<file path="src/rtl/router_pkg.sv">
// Shared router definitions: port indices, crossbar select / destination codes, flit width.
package router_pkg;

  localparam int NPORT  = 3;
  localparam int X      = 0;
  localparam int Y      = 1;
  localparam int LOCAL  = 2;
  localparam int FLIT_W = 40;

  localparam logic [1:0] SEL_NONE  = 2'b00;
  localparam logic [1:0] SEL_X     = 2'b01;
  localparam logic [1:0] SEL_Y     = 2'b10;
  localparam logic [1:0] SEL_LOCAL = 2'b11;

  typedef enum logic {
    OUT_IDLE   = 1'b0,
    OUT_LOCKED = 1'b1
  } out_state_e;

  // Port index i is selected/addressed by code i+1; code 00 is reserved for "none".
  function automatic logic [1:0] sel_code(input logic [1:0] idx);
    return idx + 2'd1;
  endfunction

  function automatic logic [1:0] onehot_to_idx(input logic [2:0] oh);
    case (oh)
      3'b010:  return 2'd1;
      3'b100:  return 2'd2;
      default: return 2'd0;
    endcase
  endfunction

endpackage

</file>
<file path="src/rtl/router_switch_allocator_rr_arb3.sv">
// Three-request round-robin arbiter: searches from the input after ptr, wrapping x->y->local->x.
module rr_arb3 (
  input  logic [2:0] req,
  input  logic [1:0] ptr,
  output logic [2:0] gnt
);

  always_comb begin
    gnt = '0;
    case (ptr)
      2'd0: begin
        if (req[1])      gnt = 3'b010;
        else if (req[2]) gnt = 3'b100;
        else if (req[0]) gnt = 3'b001;
      end
      2'd1: begin
        if (req[2])      gnt = 3'b100;
        else if (req[0]) gnt = 3'b001;
        else if (req[1]) gnt = 3'b010;
      end
      default: begin
        if (req[0])      gnt = 3'b001;
        else if (req[1]) gnt = 3'b010;
        else if (req[2]) gnt = 3'b100;
      end
    endcase
  end

endmodule

</file>
<file path="src/rtl/router_switch_allocator.sv">
// Wormhole switch allocator for a 3-port router: per-output round-robin grant with
// packet locking, illegal-destination discard and crossbar select generation.
module router_switch_allocator
  import router_pkg::*;
#(
  parameter logic [1:0] NONE_CODE = 2'b00
) (
  input  logic       clk,
  input  logic       rst_n,
  input  logic [2:0] req_valid,
  input  logic [2:0] req_tail,
  input  logic [1:0] req_dest_x,
  input  logic [1:0] req_dest_y,
  input  logic [1:0] req_dest_local,
  input  logic [2:0] out_ready,
  output logic [1:0] control_x,
  output logic [1:0] control_y,
  output logic [1:0] control_local,
  output logic [2:0] pop,
  output logic [2:0] err_dest
);

  out_state_e state_q [NPORT];
  out_state_e state_d [NPORT];
  logic [1:0] owner_q [NPORT];
  logic [1:0] owner_d [NPORT];
  logic [1:0] rr_ptr_q [NPORT];
  logic [1:0] rr_ptr_d [NPORT];
  logic [2:0] err_dest_q;

  logic [1:0] dest [NPORT];
  logic [2:0] in_locked;
  logic [2:0] arb_req [NPORT];
  logic [2:0] gnt [NPORT];
  logic [1:0] gnt_idx [NPORT];
  logic [2:0] xfer_locked;
  logic [1:0] control [NPORT];
  logic [2:0] pop_c;
  logic [2:0] err_c;

  assign dest[X]     = req_dest_x;
  assign dest[Y]     = req_dest_y;
  assign dest[LOCAL] = req_dest_local;

  // An input owned by any output must not compete as a head anywhere else.
  always_comb begin
    in_locked = '0;
    for (int o = 0; o < NPORT; o++) begin
      for (int i = 0; i < NPORT; i++) begin
        if (state_q[o] == OUT_LOCKED && owner_q[o] == 2'(i)) in_locked[i] = 1'b1;
      end
    end
  end

  always_comb begin
    for (int o = 0; o < NPORT; o++) begin
      arb_req[o] = '0;
      for (int i = 0; i < NPORT; i++) begin
        arb_req[o][i] = req_valid[i] && !in_locked[i] && (dest[i] == sel_code(2'(o)))
                        && (state_q[o] == OUT_IDLE) && out_ready[o];
      end
    end
  end

  for (genvar g = 0; g < NPORT; g++) begin : g_arb
    rr_arb3 u_arb (
      .req (arb_req[g]),
      .ptr (rr_ptr_q[g]),
      .gnt (gnt[g])
    );
  end

  always_comb begin
    for (int o = 0; o < NPORT; o++) begin
      gnt_idx[o]     = onehot_to_idx(gnt[o]);
      xfer_locked[o] = (state_q[o] == OUT_LOCKED) && req_valid[owner_q[o]] && out_ready[o];
    end
  end

  // State register
  always_ff @(posedge clk or negedge rst_n) begin
    if (!rst_n) begin
      for (int o = 0; o < NPORT; o++) begin
        state_q[o]  <= OUT_IDLE;
        owner_q[o]  <= 2'd0;
        rr_ptr_q[o] <= 2'(LOCAL);
      end
      err_dest_q <= '0;
    end else begin
      for (int o = 0; o < NPORT; o++) begin
        state_q[o]  <= state_d[o];
        owner_q[o]  <= owner_d[o];
        rr_ptr_q[o] <= rr_ptr_d[o];
      end
      err_dest_q <= err_c;
    end
  end

  // Next-state: a tail transfer frees the output only from the following cycle on.
  always_comb begin
    for (int o = 0; o < NPORT; o++) begin
      state_d[o]  = state_q[o];
      owner_d[o]  = owner_q[o];
      rr_ptr_d[o] = rr_ptr_q[o];
      if (state_q[o] == OUT_IDLE) begin
        if (|gnt[o]) begin
          owner_d[o]  = gnt_idx[o];
          rr_ptr_d[o] = gnt_idx[o];
          state_d[o]  = req_tail[gnt_idx[o]] ? OUT_IDLE : OUT_LOCKED;
        end
      end else if (xfer_locked[o] && req_tail[owner_q[o]]) begin
        state_d[o] = OUT_IDLE;
      end
    end
  end

  // Outputs: crossbar selects, pops and discard of illegal-destination heads.
  always_comb begin
    pop_c = '0;
    err_c = '0;
    for (int o = 0; o < NPORT; o++) begin
      control[o] = NONE_CODE;
      if (|gnt[o]) begin
        control[o] = sel_code(gnt_idx[o]);
        pop_c      = pop_c | gnt[o];
      end else if (xfer_locked[o]) begin
        control[o]          = sel_code(owner_q[o]);
        pop_c[owner_q[o]]   = 1'b1;
      end
    end
    for (int i = 0; i < NPORT; i++) begin
      if (req_valid[i] && !in_locked[i] && dest[i] == SEL_NONE) begin
        pop_c[i] = 1'b1;
        err_c[i] = 1'b1;
      end
    end
  end

  assign control_x     = rst_n ? control[X]     : NONE_CODE;
  assign control_y     = rst_n ? control[Y]     : NONE_CODE;
  assign control_local = rst_n ? control[LOCAL] : NONE_CODE;
  assign pop           = rst_n ? pop_c          : 3'b000;
  assign err_dest      = err_dest_q;

endmodule

</file>
<file path="config.mk">
export PLATFORM = sky130hd
export DESIGN_NAME = router_switch_allocator
export DESIGN_NICKNAME = d
export VERILOG_FILES = /design/src/rtl/router_pkg.sv /design/src/rtl/router_switch_allocator_rr_arb3.sv /design/src/rtl/router_switch_allocator.sv
export SDC_FILE = /design/constraint.sdc
export NUM_CORES = 1
export LEC_CHECK = 0
export ABC_AREA = 1
export CAP_MARGIN = 40
export CORE_MARGIN = 2
export CORE_UTILIZATION = 48
export DETAILED_ROUTE_END_ITERATION = 6
export PLACE_DENSITY_LB_ADDON = 0.12
export SLEW_MARGIN = 0
export SYNTH_ARGS = -nofsm -noshare
export SYNTH_HDL_FRONTEND = slang
export SYNTH_SLANG_ARGS = --single-unit
</file>
<file path="constraint.sdc">
create_clock -name clk -period 1.84 [get_ports clk]
set_input_delay 0.368 -clock clk [delete_from_list [all_inputs] [get_ports clk]]
set_output_delay 0.368 -clock clk [all_outputs]
set_load 0.02 [all_outputs]
</file>
# After elaboration in Yosys (flattened, before gate mapping)
# Index checks and enable logic that the tools add are counted.
# word_totals
reg_bits	18
latch_bits	0
mem_bits_rw	0
mem_bits_ro	0
input_bits	17
output_inout_bits	12
word_cells	228
memories	0
# op_classes
n_addsub	6
n_mul	0
div_mod_pow	0
n_lt_le_gt_ge	9
n_eq_ne	24
shift	0
n_mux	100
n_bitwise	7
n_reduce_logical	72
# op_table
cell	count
$mux 3	28
$logic_and 1x1->1	54
$mux 1	42
$mux 2	12
$bmux 1 s2	9
$eq 2x1->1 const B	9
$eq 2x2->1 const B	9
$logic_not 2->1	9
$lt 2x3->1 const B	6
$pmux 3 s2	3
$add 2x1->2 const B	6
$or 3x3->3	4
$pmux 2 s2	3
$eq 3x2->1 const B	3
$eq 3x3->1 const B	3
$reduce_or 3->1	3
$demux 1 s2	3
$ge 2x1->1 const B	3
$reduce_and 2->1	3
$logic_not 1->1	3
$not 1->1	3

# Logic depth before layout (Yosys ltp)
# Gate-level depths: netlist of run 1.
# depth
word_depth	24
ltp_mapped	14
ltp_nobuf	14

# Cells and area by module
# Synthesis of run 1 repeated with hierarchy kept, for this count alone.
# unflattened
hier_cells	302
hier_area_um2	1833.0
# modules_own_cells
module	n_inst	cells_per_inst	area_per_inst_um2	seq_area_each_um2
router_switch_allocator	1	257	1596.5	379.1
rr_arb3	3	15	78.8	0.0

# Least setup slack after synthesis of run 1
# No wires, ideal clock.
# synth_path
path_type	reg2out
from	register owner_q[0] in the netlist's numbering
to	output pop[2]
arrival_ns	1.814
required_time_ns	1.472
path_slack_ns	-0.342
path_stages_with_launch	14
path_buffers	0
path_cell_list	dfrtp_1 -> inv_1 -> ha_1 -> nand2_1 -> nand2_1 -> nor2_4 -> nand3_1 -> nand2_1 -> inv_1 -> nor2_4 -> nand2_1 -> nand2_1 -> nor2_1 -> nor2_1
# synth_between
elab_chain_len	22
elab_cells_between_ends	96
classes_between	2 x order compare; 2 x eq/ne; 44 x mux; 4 x bitwise; 44 x reduce/logical
# synth_rtl
element	line_no	rtl
start: declaration	router_switch_allocator.sv:25	logic [1:0] owner_q [NPORT];
start signal: indexed assignment	router_switch_allocator.sv:92	owner_q[o] <= owner_d[o];
$eq 2x1->1, or another cell as far along	router_switch_allocator.sv:50	if (state_q[o] == OUT_LOCKED && owner_q[o] == 2'(i)) in_locked[i] = 1'b1;
$logic_and 1x1->1	router_switch_allocator.sv:50	
$mux 1	router_switch_allocator.sv:50	
$logic_not 1->1 (on tied branches)	router_switch_allocator.sv:59, router_switch_allocator.sv:132	
$logic_and 1x1->1 (on tied branches)	router_switch_allocator.sv:59, router_switch_allocator.sv:132	
$logic_and 1x1->1	router_switch_allocator.sv:59	arb_req[o][i] = req_valid[i] && !in_locked[i] && (dest[i] == sel_code(2'(o)))
$logic_and 1x1->1 (2 in a row)	router_switch_allocator.sv:60	&& (state_q[o] == OUT_IDLE) && out_ready[o];
$mux 2, or another cell as far along	router_switch_allocator_rr_arb3.sv:19	else if (req[1]) gnt = 3'b010;
[... 5 more ...]	n/a	
$or 3x3->3 (no line)	n/a	
$mux 3	router_switch_allocator.sv:126	end else if (xfer_locked[o]) begin
$mux 3	router_switch_allocator.sv:123	if (|gnt[o]) begin
$or 3x3->3 (no line)	n/a	
$mux 3	router_switch_allocator.sv:126	
$mux 3	router_switch_allocator.sv:123	
$mux 1 (*)	router_switch_allocator.sv:132	if (req_valid[i] && !in_locked[i] && dest[i] == SEL_NONE) begin
$mux 3 (*)	router_switch_allocator.sv:142	assign pop = rst_n ? pop_c : 3'b000;
end: declaration	router_switch_allocator.sv:19	output logic [2:0] pop,
# Every way passes the cells marked *; elsewhere a longest branch is shown, timed or not. The select of a mux whose other input is x is not followed.

# Worst setup path in the final report of run 1
# layout_path
from	register owner_q[2] in the netlist's numbering
to	output pop[2]
# layout_between
elab_chain_len	23
elab_cells_between_ends	99
classes_between	2 x order compare; 2 x eq/ne; 47 x mux; 4 x bitwise; 44 x reduce/logical
# layout_rtl
element	line_no
$eq 2x1->1, or another cell as far along	router_switch_allocator.sv:50
$logic_and 1x1->1	router_switch_allocator.sv:50
$mux 1 (2 in a row)	router_switch_allocator.sv:50
$logic_not 1->1 (on tied branches)	router_switch_allocator.sv:59, router_switch_allocator.sv:132
$logic_and 1x1->1 (on tied branches)	router_switch_allocator.sv:59, router_switch_allocator.sv:132
$logic_and 1x1->1	router_switch_allocator.sv:59
$logic_and 1x1->1 (2 in a row)	router_switch_allocator.sv:60
$mux 2, or another cell as far along	router_switch_allocator_rr_arb3.sv:19
[... 5 more ...]	n/a
$or 3x3->3 (no line)	n/a
$mux 3	router_switch_allocator.sv:126
$mux 3	router_switch_allocator.sv:123
$or 3x3->3 (no line)	n/a
$mux 3	router_switch_allocator.sv:126
$mux 3	router_switch_allocator.sv:123
$mux 1 (*)	router_switch_allocator.sv:132
$mux 3 (*)	router_switch_allocator.sv:142
# Marks and branches as above.

==> results.cfg, run 1 <==
[pwr]
ir_drop_mv = 0.9643
powerDensity_mw_per_mm2 = 1250
p_leak_nw = 1.592

[global_routing]
grt_pass1_vias = 2299
overflow = 0
grt_max_degree = 16
antenna_found_initial = 0
grt_pass1_wl_um = 10120
grt_usage = 0.3205

[placed_design]
placed_cell_area_mm2 = 0.002577
place_hpwl_um = 4400
placed_cells = 398
place_congestion = 0.9345
numPortBuffers = 28

[floorplanning]
io_pins = 29
die_area_mm2 = 0.004032
rows = 21
chipWidth_um = 63.50
initial_core_util = 0.5052
core_mm2 = 0.003363
dieHeight_um = 63.50

[route]
drt-vias-per-instance = 6.308
finalWirelength_um = 9090
first_pass_iters = 7
wl_per_cell_um = 21.19
ant_nets = 0
vias = 2706
drc = 3
drt_first_iter_violations = 391

[synth]
async_reset_ff_frac = 1.000
yosys_warnings = 0
synth_ff_type = dfrtp_1
synth-seq-area-share = 0.2231
synth_largest_area_cell = dfrtp_1
yosysUniqueCellTypes = 25
synth_top_area_frac = 0.1767
synth_edf_count = 0
synth.area.top_cells = dfrtp_1, nand2_1, inv_1
avgSynthCellArea_um2 = 6.224
syn_inst = 273
synth_seq_cells = 15
syn_nets = 299
syn_area_mm2 = 0.001699

[sta]
timing.hold.ws_ns = 0.3710
skew_ns = 0.002698
setup_viol = 21
timing.fmax_ghz = 0.3496
worst_slack_ns = -1.021
period_minus_slack_ns = 2.861
max-slew-margin-rel = 0.7514
finalCritPeriodShare = 1.555
hold_violations = 0
worst_slew_pin_slew_ns = 0.3691
drv_slew = 0
rsz0062_at_grt = true

[setup_path]
worst-path-max-fanout = 4
cp.arrival_ns = 2.49
crit_path_start_kind = flop
crit_required_ns = 1.47
end_kind = output port
crit_type = reg -> out

[cells_and_area]
drive_above_1_share = 0.5614
diodes = 0
fin_area_mm2 = 0.003124
final_common_cell = buf_4
final_nets = 410
final_cells = 429
syn_to_final_growth_pct = 83.87
layout_common_cells = buf_4, nand2_1, inv_1

[clock_network]
postCtsHoldBufs = 0
clkTransAtPathRegs_ns = 0.12
clk_latency_ns = 0.32
cts_max_level = 1
cts_buffers = 3
cts.sinks = 15
cts_tree = built
cts_root_buf = clkbuf_4
clk_path_buf_depth = 2

[min_path]
hold_class = in -> async

[outcome]
violations = design-rule violations, negative setup slack
status = finished with violations

[job]
drv_cap = 0
==> worst paths after layout <==
kind,cells after the start,from,endpoint,slack (ns)
worst max-delay path,16,owner_q[2]$_DFFE_PN0P_,pop[2],-1.02
worst min-delay path,2,rst_n,owner_q[0]$_DFFE_PN0P_,0.37
worst max register to register,16,owner_q[2]$_DFFE_PN0P_,owner_q[0]$_DFFE_PN0P_,-0.41
worst min register to register,2,rr_ptr_q[5]$_DFFE_PN1P_,rr_ptr_q[5]$_DFFE_PN1P_,0.58
max in group asynchronous,3,rst_n,rr_ptr_q[3]$_DFFE_PN1P_,1.12
min in group clk,2,rr_ptr_q[5]$_DFFE_PN1P_,rr_ptr_q[5]$_DFFE_PN1P_,0.58
==> cell usage after synthesis, types with 4 or more instances <==
library cell  instances
a21oi_1              10
dfrtp_1              12
ha_1                  9
inv_1                40
inv_2                10
nand2_1              78
nand2_2              12
nand3_1              27
nand3_2               6
nand4_1               5
nor2_1               20
nor2_4                6
o211ai_1              4
o21ai_0              14
==> flip-flops by register name (all words and copies together) (netlist names) <==
register and cells:
owner_q 6, rr_ptr_q 3, err_dest 3, state_q 3
==> kinds of logic (layout without fill, tap and decap cells) <==
kind of cell / after synthesis / in the layout / share of synthesized area
compound gates: 33 / 33 / 0.1075
fa+ha+maj: 9 / 9 / 0.06628
buf+inv: 51 / 160 / 0.1127
flops: 15 / 15 / 0.2231
simple gates: 165 / 166 / 0.4904
==> area by class of cell <==
cell class	count	area [µm²]
Clock buffer	3	22.52
Multi-Input combinational cell	208	1548
Timing Repair Buffer	106	907.1
Clock inverter	1	5.005
Sequential cell	15	384.1
Tap cell	46	57.56
Fill cell	124	239.0
Inverter	50	200.2
==> layer usage <==
layer | track usage | wire length (µm) | vias up
met3 | 0.05536 | 1128 | 112
met1 | 0.3667 | 3031 | 1232
met4 | 0.1766 | 825 | 0
li1 | - | - | 1090
met2 | 0.5605 | 4103 | 272
met5 | 0 | 0 | -
==> worst max-delay path: stages, from the launching register on <==
cell and delay [ns]:
dfrtp_2 0.49, buf_12 0.15, ha_4 0.16, nand2_2 0.09, nand2_4 0.07, nor2_4 0.17, nand2_2 0.10, inv_2 0.11
nand2_4 0.08, nand3_2 0.12, buf_6 0.12, nand2_2 0.05, inv_1 0.07, nand2_1 0.09, nor2_2 0.13, nor2_2 0.04
buf_6 0.12
==> where the power goes <==
group | internal (mW) | switching, mW | leakage, nW
combinational | 1.30 | 1.63 | 1.40
clock | 0.0814 | 0.152 | 0.0177
sequential | 0.495 | 0.246 | 0.178
total | 1.88 | 2.03 | 1.59
==> through the flow <==
| stage | worst slack [ns] | setup TNS [ns] | power, mW | utilization |
|---|---|---|---|---|
| detailed placement | -1.140 | -11.77 | 2.677 | 0.7664 |
| global route | -1.051 | -11.36 | 4.055 | 0.9289 |
| finish | -1.021 | -10.28 | 3.907 | 0.9289 |
| global placement | -1.141 | -11.35 | 2.635 | 0.7664 |
| CTS | -0.7215 | -6.456 | 3.132 | 0.8270 |
| floorplan | -0.1876 | -0.9580 | 1.829 | - |
==> timing repair <==
item	in CTS	in global routing
pin swaps	23	33
buffers inserted	14	15
gates resized for setup	65	65
endpoints found under the setup margin	17	20
cloned	1	0
Note: power is estimated with default switching activity, not from simulation.
==> run 2, diff against run 1 <==
--- a/config.mk
+++ b/config.mk
@@ -7,10 +7,13 @@
 export LEC_CHECK = 0
 export ABC_AREA = 1
 export CAP_MARGIN = 40
+export CELL_PAD_IN_SITES_DETAIL_PLACEMENT = 0
+export CELL_PAD_IN_SITES_GLOBAL_PLACEMENT = 1
 export CORE_MARGIN = 2
-export CORE_UTILIZATION = 48
+export CORE_UTILIZATION = 33
 export DETAILED_ROUTE_END_ITERATION = 6
 export PLACE_DENSITY_LB_ADDON = 0.12
+export RECOVER_POWER = 50
 export SLEW_MARGIN = 0
 export SYNTH_ARGS = -nofsm -noshare
 export SYNTH_HDL_FRONTEND = slang
==> run 2 against run 1 <==
Net effect:
- the run ends with negative setup slack left
- clock skew about the same
- flip-flop and latch count unchanged
- die area increased by 42%
- final cell count increased by 8.4%
- first-iteration DRC count decreased by 78%
- sequential power decreased by 2%
- hold slack improved by 0.14 ns
- critical endpoint is now control_y[1]
==> results.cfg, run 2 (synthesized netlist as in run 1, its figures left out) <==
[global_routing]
overflow = 0
grt_pass1_vias = 2049
grt_max_degree = 10
antenna_found_initial = 0
grt_usage = 0.2307
grt_pass1_wl_um = 9922

[setup_path]
worst-path-max-fanout = 4
crit_required_ns = 1.47
slowest_stage = dfrtp_2
cp_num_buf_inv = 3
path_cells = inv_4 > ha_4 > nand2_2 > nand2_2 > nor2_4 > nand2_2 > nand2_2 > nand2_2 > nand2_4 > nor3b_4 > buf_4 > a21oi_2 > buf_4
crit_top_cell = nand2_2
rrSetupSlack_ns = -0.17
r2r-start = owner_q[1]$_DFFE_PN0P_
endpoint = control_y[1]
timing.rr.end = state_q[2]$_DFF_PN0_
end_kind = output port
cpPeakStageDelay_ns = 0.45
r2r_cells = 14
path_depth = 13
worstSetupStartpoint = owner_q[3]$_DFFE_PN0P_
cp_top_family = simple AND/OR/NAND/NOR gates
cp.arrival_ns = 2.15
crit_path_start_kind = flop
crit_type = reg -> out

[clock_network]
cts_tree = built
postCtsHoldBufs = 0
clkTransAtPathRegs_ns = 0.07
cts.sinks = 15
clk_latency_ns = 0.25
cts_root_buf = clkbuf_8
clk_path_buf_depth = 2
cts_buffers = 3
cts_max_level = 1

[pwr]
p_leak_nw = 1.607
ir_drop_mv = 0.6485
powerDensity_mw_per_mm2 = 1160

[route]
drc = 0
drt_first_iter_violations = 85
vias = 2133
finalWirelength_um = 6275
first_pass_iters = 4
wl_per_cell_um = 13.49
drt-vias-per-instance = 4.587
ant_nets = 0

[floorplanning]
rows = 26
dieHeight_um = 75.76
die_area_mm2 = 0.005739
io_pins = 29
core_mm2 = 0.005042
chipWidth_um = 75.76
initial_core_util = 0.3370

[sta]
worst_slack_ns = -0.6789
period_minus_slack_ns = 2.519
rsz0062_at_grt = true
setup_viol = 17
finalCritPeriodShare = 1.369
worst_slew_pin_slew_ns = 0.3592
drv_slew = 0
hold_violations = 0
skew_ns = 0.002890
timing.hold.ws_ns = 0.5112
timing.fmax_ghz = 0.3970
max-slew-margin-rel = 0.7598

[cells_and_area]
multiInputGateArea_mm2 = 0.001453
top_register = owner_q
final_common_cell = buf_4
final_cells = 465
layout_common_cells = buf_4, nand2_1, nand2_2
diodes = 0
final_nets = 422
largest_register_ffs = 6
fin_util = 0.6266
syn_to_final_growth_pct = 85.94
fin_area_mm2 = 0.003159
drive_above_1_share = 0.5570
n_fill_cell = 477
register_area_um2 = 386.6

[min_path]
hold_class = in -> async

[outcome]
violations = negative setup slack
status = finished with violations

[placed_design]
placed_cells = 439
placed_cell_area_mm2 = 0.002723
place_congestion = 0.8753
numPortBuffers = 28
place_hpwl_um = 4916

[job]
drv_cap = 0
[run 2: final cells by class]
| class | instances | share of cell area |
|---|---|---|
| tap | 70 | 0.02772 |
| timing repair buffer | 119 | 0.3113 |
| clock buffer | 3 | 0.01307 |
| multi-input combinational | 207 | 0.4598 |
| clock inverter | 1 | 0.001584 |
| inverter | 50 | 0.06416 |
| sequential | 15 | 0.1224 |
[run 2: metal layers]
metal | vias to the layer above | global-route usage | wire, µm
met1 | 967 | 0.3050 | 2919
li1 | 1117 | - | -
met5 | - | 0 | 0
met2 | 41 | 0.3927 | 3090
met3 | 8 | 0.03439 | 197
met4 | 0 | 0.05653 | 67
[run 2: stage by stage]
stage	worst slack, ns	setup TNS (ns)	power (mW)
global placement	-1.056	-11.48	2.892
global route	-0.7878	-8.829	3.979
detailed placement	-1.051	-11.50	2.890
finish	-0.6789	-6.467	3.665
CTS	-0.6696	-6.211	3.493
floorplan	-0.1876	-0.9580	1.829
[run 2: worst reg2reg max path, stage by stage (launching register included)]
cell,delay (ns)
dfrtp_2,0.45
inv_4,0.10
ha_2,0.18
nand2_1,0.07
nand2_2,0.09
nor2_4,0.05
buf_4,0.13
nand3_1,0.09
nand3_2,0.13
buf_4,0.16
buf_4,0.14
nand2_1,0.05
o211ai_1,0.08
nand3_1,0.10
nand2_1,0.06
[run 2: how the worst min path moves through the flow]
stage                               to                     from  slack [ns]  cells past startpoint
2_1_floorplan    err_dest[0]$_DFF_PN0_                    rst_n        0.07                      0
3_3_place_gp   rr_ptr_q[1]$_DFFE_PN1P_  rr_ptr_q[1]$_DFFE_PN1P_        0.54                      2
3_5_place_dp   rr_ptr_q[1]$_DFFE_PN1P_  rr_ptr_q[1]$_DFFE_PN1P_        0.55                      2
4_1_cts         owner_q[0]$_DFFE_PN0P_                    rst_n        0.45                      2
5_1_grt           state_q[0]$_DFF_PN0_                    rst_n        0.53                      2
6_report        owner_q[0]$_DFFE_PN0P_                    rst_n        0.51                      2
[run 2: report_power, final]
group | total, mW | internal [mW] | switching (mW)
Clock | 0.289 | 0.150 | 0.139
Combinational | 2.65 | 1.33 | 1.32
Sequential | 0.725 | 0.501 | 0.225
[run 2: timing repair]
action,in CTS,in global routing
gates resized for setup,82,31
setup buffers,16,7
setup endpoints to repair,21,21
pin swaps,20,15
gates cloned,0,0
==> run 3, diff against run 2 <==
--- a/config.mk
+++ b/config.mk
@@ -14,7 +14,6 @@
 export DETAILED_ROUTE_END_ITERATION = 6
 export PLACE_DENSITY_LB_ADDON = 0.12
 export RECOVER_POWER = 50
-export SLEW_MARGIN = 0
 export SYNTH_ARGS = -nofsm -noshare
 export SYNTH_HDL_FRONTEND = slang
 export SYNTH_SLANG_ARGS = --single-unit
==> results of run 3 <==
No change in the layout: final DEF, timing and power equal those of run 2.
